===== src/rtl/uart_pkg.sv =====
// uart_pkg: constants shared by the UART receiver, transmitter and the byte FIFO
// that sits between them.
//   UART_DATA_W           width of one UART data word
//   UART_FIFO_DEPTH_DFLT  default number of FIFO entries
package uart_pkg;

    localparam int UART_DATA_W          = 8;
    localparam int UART_FIFO_DEPTH_DFLT = 16;

endpackage : uart_pkg


===== src/rtl/uart_fifo_mem.sv =====
// uart_fifo_mem: DEPTH x DATA_W register array with one synchronous write port
// and one asynchronous read port. The contents are intentionally not reset;
// the FIFO pointers decide which entries are meaningful.
// Ports:
//   clk    in   clock, write on rising edge
//   we     in   write enable
//   waddr  in   write address
//   wdata  in   write data
//   raddr  in   read address
//   rdata  out  data stored at raddr (combinational)
module uart_fifo_mem #(
    parameter int DATA_W = 8,
    parameter int DEPTH  = 16
) (
    input  logic                     clk,
    input  logic                     we,
    input  logic [$clog2(DEPTH)-1:0] waddr,
    input  logic [DATA_W-1:0]        wdata,
    input  logic [$clog2(DEPTH)-1:0] raddr,
    output logic [DATA_W-1:0]        rdata
);

    logic [DATA_W-1:0] mem_r [DEPTH];

    // Storage write: one entry per accepted write, no reset.
    always_ff @(posedge clk) begin
        if (we) begin
            mem_r[waddr] <= wdata;
        end
    end

    // Zero-latency read so the head entry is always on rdata.
    always_comb begin
        rdata = mem_r[raddr];
    end

endmodule : uart_fifo_mem


===== src/rtl/uart_byte_fifo.sv =====
// uart_byte_fifo: first-word-fall-through byte FIFO between the UART receiver
// (write side) and the UART transmitter (read side).
// Optional feature macro: UART_FIFO_ERR_EN adds sticky overflow/underflow flags.
// Ports:
//   clk          in   clock, rising edge
//   rst_n        in   asynchronous reset, asserted HIGH (historical name kept)
//   w_en         in   write strobe from receiver
//   w_data       in   write data
//   full         out  no free entry
//   almost_full  out  count >= AF_LEVEL
//   read_en      in   pop strobe from transmitter
//   r_data       out  head-of-queue data, valid while empty==0
//   empty        out  no stored entry
//   count        out  occupancy 0..DEPTH
//   err_clr      in   (UART_FIFO_ERR_EN) clear both sticky error flags
//   overflow     out  (UART_FIFO_ERR_EN) sticky: write attempted while full
//   underflow    out  (UART_FIFO_ERR_EN) sticky: read attempted while empty
module uart_byte_fifo
    import uart_pkg::*;
#(
    parameter int DATA_W   = UART_DATA_W,
    parameter int DEPTH    = UART_FIFO_DEPTH_DFLT,
    parameter int AF_LEVEL = 14
) (
    input  logic                   clk,
    input  logic                   rst_n,
    input  logic                   w_en,
    input  logic [DATA_W-1:0]      w_data,
    output logic                   full,
    output logic                   almost_full,
    input  logic                   read_en,
    output logic [DATA_W-1:0]      r_data,
    output logic                   empty,
    output logic [$clog2(DEPTH):0] count
`ifdef UART_FIFO_ERR_EN
    ,
    input  logic                   err_clr,
    output logic                   overflow,
    output logic                   underflow
`endif
);

    localparam int              ADDR_W  = $clog2(DEPTH);
    localparam logic [ADDR_W:0] PTR_ONE = {{ADDR_W{1'b0}}, 1'b1};
    localparam logic [ADDR_W:0] AF_C    = (ADDR_W + 1)'(AF_LEVEL);

    logic [ADDR_W:0] wr_ptr_r;
    logic [ADDR_W:0] rd_ptr_r;
    logic [ADDR_W:0] count_r;
    logic            full_r;
    logic            empty_r;
    logic            af_r;

    logic            wr_acc_s;
    logic            rd_acc_s;
    logic [ADDR_W:0] wr_ptr_nxt_s;
    logic [ADDR_W:0] rd_ptr_nxt_s;
    logic [ADDR_W:0] count_nxt_s;
    logic            full_nxt_s;
    logic            empty_nxt_s;
    logic            af_nxt_s;

    // Acceptance uses the registered flags: a write at full is dropped even if
    // a pop happens on the same edge, and a pop at empty is ignored even if a
    // write lands on the same edge.
    always_comb begin
        wr_acc_s = w_en & ~full_r;
        rd_acc_s = read_en & ~empty_r;
    end

    // Next pointers and the flags derived from them, so the registered flags
    // always match the registered pointers.
    always_comb begin
        wr_ptr_nxt_s = wr_ptr_r;
        rd_ptr_nxt_s = rd_ptr_r;
        if (wr_acc_s) begin
            wr_ptr_nxt_s = wr_ptr_r + PTR_ONE;
        end else begin
            wr_ptr_nxt_s = wr_ptr_r;
        end
        if (rd_acc_s) begin
            rd_ptr_nxt_s = rd_ptr_r + PTR_ONE;
        end else begin
            rd_ptr_nxt_s = rd_ptr_r;
        end
        count_nxt_s = wr_ptr_nxt_s - rd_ptr_nxt_s;
        full_nxt_s  = (wr_ptr_nxt_s[ADDR_W] != rd_ptr_nxt_s[ADDR_W]) &&
                      (wr_ptr_nxt_s[ADDR_W-1:0] == rd_ptr_nxt_s[ADDR_W-1:0]);
        empty_nxt_s = (wr_ptr_nxt_s == rd_ptr_nxt_s);
        af_nxt_s    = (count_nxt_s >= AF_C);
    end

    // Pointer, occupancy and flag registers.
    always_ff @(posedge clk or posedge rst_n) begin
        if (rst_n) begin
            wr_ptr_r <= {(ADDR_W + 1){1'b0}};
            rd_ptr_r <= {(ADDR_W + 1){1'b0}};
            count_r  <= {(ADDR_W + 1){1'b0}};
            full_r   <= 1'b0;
            empty_r  <= 1'b1;
            af_r     <= 1'b0;
        end else begin
            wr_ptr_r <= wr_ptr_nxt_s;
            rd_ptr_r <= rd_ptr_nxt_s;
            count_r  <= count_nxt_s;
            full_r   <= full_nxt_s;
            empty_r  <= empty_nxt_s;
            af_r     <= af_nxt_s;
        end
    end

    uart_fifo_mem #(
        .DATA_W (DATA_W),
        .DEPTH  (DEPTH)
    ) u_mem (
        .clk   (clk),
        .we    (wr_acc_s),
        .waddr (wr_ptr_r[ADDR_W-1:0]),
        .wdata (w_data),
        .raddr (rd_ptr_r[ADDR_W-1:0]),
        .rdata (r_data)
    );

    // Drive status outputs from their registers.
    always_comb begin
        count       = count_r;
        full        = full_r;
        empty       = empty_r;
        almost_full = af_r;
    end

`ifdef UART_FIFO_ERR_EN
    logic overflow_r;
    logic underflow_r;

    // Sticky error flags; a clear wins over a set on the same edge.
    always_ff @(posedge clk or posedge rst_n) begin
        if (rst_n) begin
            overflow_r  <= 1'b0;
            underflow_r <= 1'b0;
        end else if (err_clr) begin
            overflow_r  <= 1'b0;
            underflow_r <= 1'b0;
        end else begin
            if (w_en && full_r) begin
                overflow_r <= 1'b1;
            end
            if (read_en && empty_r) begin
                underflow_r <= 1'b1;
            end
        end
    end

    // Drive error outputs from their registers.
    always_comb begin
        overflow  = overflow_r;
        underflow = underflow_r;
    end
`endif

endmodule : uart_byte_fifo


===== config.mk =====
export PLATFORM = sky130hd
export DESIGN_NAME = uart_byte_fifo
export DESIGN_NICKNAME = d
export VERILOG_FILES = /design/src/rtl/uart_pkg.sv /design/src/rtl/uart_fifo_mem.sv /design/src/rtl/uart_byte_fifo.sv
export SDC_FILE = /design/constraint.sdc
export NUM_CORES = 1
export LEC_CHECK = 0
export CAP_MARGIN = 0
export CELL_PAD_IN_SITES_DETAIL_PLACEMENT = 1
export CELL_PAD_IN_SITES_GLOBAL_PLACEMENT = 2
export CORE_ASPECT_RATIO = 0.75
export CORE_MARGIN = 1
export CORE_UTILIZATION = 23
export DETAILED_ROUTE_END_ITERATION = 7
export HOLD_SLACK_MARGIN = 0.03
export PLACE_DENSITY = 0.48
export SYNTH_ARGS = -nofsm -noshare
export SYNTH_HDL_FRONTEND = slang
export SYNTH_SLANG_ARGS = --single-unit

===== constraint.sdc =====
create_clock -name clk -period 4.1 [get_ports clk]
set_input_delay 0.41 -clock clk [delete_from_list [all_inputs] [get_ports clk]]
set_output_delay 0.41 -clock clk [all_outputs]
set_load 0.02 [all_outputs]

Yosys cells after proc, flatten, opt, wreduce, memory -nomap -nowiden
Memories as Yosys holds them, arrays and structs flattened.
Index checks and enable logic that the tools add are counted.
{ "totals": {"mem_bits_rw": 128, "input_bits": 12, "latch_bits": 0, "mem_bits_ro": 0, "n_memories": 1, "regBits": 18, "wordCells": 23} }
{ "classes": {"muxes": 4, "n_reduce_logical": 1, "div_mod_pow": 0, "order_cmp": 1, "n_bitwise": 4, "shifts": 0, "mul": 0, "eq_ne": 3, "n_addsub": 3} }
{ "mem_list": {"columns": ["name", "depth", "word_bits", "rd", "rd_clocked_by_memory_dff", "write_ports", "line", "rtl"], "rows": [
  ["u_mem.mem_r", 16, 8, 1, 0, 1, "uart_fifo_mem.sv:23", "logic [DATA_W-1:0] mem_r [DEPTH];"]
]} }
{ "ops": {"columns": ["operator", "n"], "rows": [
  ["5-bit by 1-bit adder with 5-bit output, second input constant", 2],
  ["5-bit 2-to-1 mux", 2],
  ["5-bit equality test", 1],
  ["5-bit by 4-bit >= comparator with 1-bit output, second input constant", 1],
  ["5-bit subtractor", 1],
  ["4-bit equality test", 1],
  ["1-bit AND", 2],
  ["1-bit 2-to-1 mux", 2],
  ["1-bit NOT", 2],
  ["1-bit logical AND", 1],
  ["1-bit != test", 1]
]} }

Depth between registers and ports, before layout
{ "depth": {"depth_word": 5, "depth_mapped": 12, "mapped_depth_nobuf": 10} }

Cells and area by module
Synthesis repeated with hierarchy kept, for this count alone.
{ "hier_totals": {"hier_cells": 289, "area_unflattened_um2": 5906.9} }
{ "modules_own_cells": {"columns": ["mod", "n_inst", "area_per_inst_um2", "cells_per_inst"], "rows": [
  ["uart_fifo_mem", 1, 4987.3, 221],
  ["uart_byte_fifo", 1, 919.6, 68]
]} }

Worst setup path before layout
OpenSTA, ideal clock, no wires.
{ "synth_timing": {"path_kind": "register to register", "start": "register full_r, in the netlist full", "end": "register af_r, in the netlist almost_full", "t_arrival_ps": 2499, "path_stages_with_launch": 11, "t_required_ps": 3980, "synth_period_minus_slack_ps": 2619, "path_slack_ps": 1481, "setup_time_ps": 120, "path_cell_list": "dfrtp_1 > nand2b_1 > buf_2 > mux2_4 > xor2_1 > ha_1 > nor2_1 > maj3_2 > maj3_2 > xor2_1 > a31o_1"} }
{ "synth_between": {"elab_chain_cells": 5} }
{ "synth_rtl": {"columns": ["element", "line", "rtl"], "rows": [
  ["start, declared", "uart_byte_fifo.sv:50", "logic full_r;"],
  ["start signal, assigned", "uart_byte_fifo.sv:106", "full_r <= full_nxt_s;"],
  ["1-bit NOT", "uart_byte_fifo.sv:67", "wr_acc_s = w_en & ~full_r;"],
  ["1-bit AND", "uart_byte_fifo.sv:67", null],
  ["5-bit 2-to-1 mux", "uart_byte_fifo.sv:76", "if (wr_acc_s) begin"],
  ["5-bit subtractor", "uart_byte_fifo.sv:86", "count_nxt_s = wr_ptr_nxt_s - rd_ptr_nxt_s;"],
  ["via count_nxt_s[4]", "uart_byte_fifo.sv:58", "logic [ADDR_W:0] count_nxt_s;"],
  ["5-bit by 4-bit >= comparator with 1-bit output", "uart_byte_fifo.sv:90", "af_nxt_s = (count_nxt_s >= AF_C);"],
  ["via af_nxt_s", "uart_byte_fifo.sv:61", "logic af_nxt_s;"],
  ["end signal, assigned", "uart_byte_fifo.sv:108", "af_r <= af_nxt_s;"],
  ["end, declared", "uart_byte_fifo.sv:52", "logic af_r;"]
]} }
The timed path passes the listed nets, and every way through them passes these cells.

Worst setup path in the final report
{ "layout_timing": {"start": "register rd_ptr_r[0]", "end": "output r_data[0]"} }
{ "layout_between": {"elab_chain_cells": 1} }
{ "layout_rtl": {"columns": ["element", "line", "rtl"], "rows": [
  ["start, declared", "uart_byte_fifo.sv:48", "logic [ADDR_W:0] rd_ptr_r;"],
  ["start signal, assigned", "uart_byte_fifo.sv:97", "rd_ptr_r <= {(ADDR_W + 1){1'b0}};"],
  ["start signal, assigned", "uart_byte_fifo.sv:104", "rd_ptr_r <= rd_ptr_nxt_s;"],
  ["memory 16 x 8 bit", null, null],
  ["end, declared", "uart_byte_fifo.sv:32", "output logic [DATA_W-1:0] r_data,"]
]} }
Every way passes these cells.

==> flow_summary_export.csv <==
group,metric,value,unit
pwr,p_leak,0.00246,uW
routing,wl_met1,7.22,mm
floorplan,dieArea,26600,um2
timing,final_hold_viol_count,0,
routing,met3_length,263,um
clock_network,path_clk_slew,60,ps
finish,final_common_cell,"edfxtp_1",
run,max_cap_viol_count,0,
routing,wirelength,13.8,mm
finish,mostFrequentLayoutCells,"edfxtp_1, clkdlybuf4s50_1, mux2i_1",
synth,yosys_most_used_dff,"edfxtp_1",
timing,skew,14.0,ps
synth,synth_cells,342,
setup_path,required,3690,ps
setup_path,worstSetupPathType,"flip-flop to output port",
routing,top_layer,"met4",
clock_network,cts_hold_buf,0,
global_routing,grtUsageTotal,11.2,%
finish,seq_area,4300,um2
timing,fmax,0.291,GHz
timing,setup_ws,660,ps
timing,hold_slack,433,ps
synth,yosys_register_bits,146,
setup_path,reg2reg_depth,9,
routing,wl_per_cell,18.9,um
place,hpwl,9.26,mm
timing,setup_tns,0,ps
timing,slew-limit-headroom,30.9,%
status,status,"completed",
setup_path,rr_endpoint,"almost_full",
finish,drive_above_1_share,19.8,%
timing,tightestPinTransition,1030,ps
clock_network,cts_resized,0,
clock_network,cts_setup_buffers,0,
setup_path,r2r_start,"rd_ptr_r[0]",
finish,fill_cells,2611,
synth,avgSynthCellArea,17.5,um2
routing,vias,3010,
hold_path,hold_path.class,"primary input to async pin",
routing,drt_pre_antenna_iters,5,
synth,yosysWarnings,0,
global_routing,grt_pass1_vias,3283,
clock_network,root_buffer,"clkbuf_16",
routing,vias_per_cell,4.11,
synth,synth_edf_count,128,
floorplan,core,25200,um2
timing,setup_viol,0,
setup_path,crit_arrival,3030,ps
setup_path,crit_end,"r_data[0]",
finish,syn_to_final_growth,21.0,%
synth,synth-seq-area-share,72.0,%
clock_network,cts_buffer_depth,2,
clock_network,clk_latency,420,ps
floorplan,initial_core_util,23.7,%
place,io_buffers,27,
global_routing,grt_pass1_wl,21.1,mm
global_routing,grt_antenna_before_repair,0,
place,gp_congestion,0.708,
timing,min_period,3440,ps
pwr,powerDensity,781,nW/um2
floorplan,die_x,188,um
clock_network,tritoncts,"yes",
clock_network,numCtsBuffers,17,
finish,nets,401,
synth,synth_cell_types,39,
pwr,irDropWorstVdd,0.000311,V
timing,fin_crit_sh,83.9,%
global_routing,grt_max_degree,32,
finish,multi_input_area,1550,um2
clock_network,htree_levels,4,
routing,wl_met2,6.25,mm
setup_path,cp-startpoint,"rd_ptr_r[0]",
synth,syn_area,5970,um2
floorplan,fp.dieH,142,um
setup_path,end_kind,"output port",
timing,drv_slew,0,
synth,async_flop_share,12.3,%
synth,synth_nets,362,
setup_path,crit_fanout,31,
place,dp_slack,808,ps
routing,drcViolationCount,0,
global_routing,grt_overflow,0,
setup_path,r2r_slack,1080,ps
routing,ant_nets,0,
clock_network,cts_sinks,146,
timing,rsz0062_at_grt,"false",
setup_path,start_kind,"flip-flop",
floorplan,io_pins,28,
routing,initialDrtViolationCount,164,
floorplan,placementRows,50,
finish,antenna_cells,0,
[through the flow]
step	power (uW)	util [%]	std cells	cell area, um2
6_report	5640	28.6	732	7220
5_1_grt	5990	28.6	732	7220
4_1_cts	5750	28.6	732	7220
3_5_place_dp	4290	26.4	700	6670
3_3_place_gp	4280	26.4	700	6670
2_1_floorplan	3470	-	342	5970
[cell families (layout without fill, tap and decap cells)]
kind of cell    after synthesis  count (layout)  synth area share [%]
buf+inv                      28              80                  2.10
xor+xnor                     15              15                  2.58
fa+ha+maj                    11              11                  2.22
compound gates               42              42                  4.55
flops                       146             146                  72.0
simple gates                 49              49                  4.34
mux                          51              51                  12.2
[registers in the layout, summed over array words and instances (netlist names)]
signal / flops
rd_ptr_r: 5
wr_ptr_r: 5
almost_full: 1
full: 1
count: 5
empty: 1
u_mem.mem_r: 128
[synthesized netlist by cell type (2+ instances only)]
cell	count	share of area, %
buf_2	7	0.59
xor2_1	6	0.88
clkbuf_1	7	0.44
xnor2_1	6	0.88
edfxtp_1	128	64
maj3_2	2	0.38
buf_4	3	0.38
a221oi_1	8	1.2
nand2b_1	5	0.52
mux2i_1	24	4.0
a22oi_1	8	1.0
ha_1	8	1.7
xor2_2	2	0.55
a21oi_1	8	0.67
dfrtp_1	17	7.1
mux2_2	9	1.7
nand3b_1	2	0.25
inv_1	11	0.69
o21ai_0	16	1.3
mux4_2	16	6.0
nor3_1	8	0.67
nand2_1	14	0.88
nor2_1	11	0.69
[critical path: stages, from the launching register on]
cell	delay (ps)
dfrtp_2	750
buf_12	340
mux2i_1	140
a221oi_1	440
o21ai_0	140
nand2_1	150
clkdlybuf4s50_1	620
[layout make-up]
class,count,area share (%)
multi-input combinational,168,21.4
tap,338,5.86
clock buffer,24,6.97
clock inverter,8,0.693
inverter,11,0.572
sequential,146,59.5
timing repair buffer,37,4.96
[report_power, final]
group | internal, uW | switching, uW
registers | 1860 | 178
logic | 934 | 1220
clock network | 856 | 585
total | 3650 | 1990
[per-layer routing]
layer / vias to the layer above / GRT usage (%)
li1: 1403 / -
met3: 9 / 2.65
met2: 32 / 16.9
met5: - / 0
met4: 0 / 3.85
met1: 1566 / 15.6
[how the worst min path moves through the flow]
| stage | to | slack [ps] | cells past startpoint |
|---|---|---|---|
| global route | count[1] | 500 | 2 |
| global placement | rd_ptr_r[4] | 480 | 1 |
| finish | wr_ptr_r[0] | 430 | 2 |
| floorplan | almost_full | 350 | 1 |
| CTS | wr_ptr_r[4] | 450 | 2 |
| detailed placement | rd_ptr_r[4] | 490 | 1 |
Note: power is estimated with default switching activity, not from simulation.
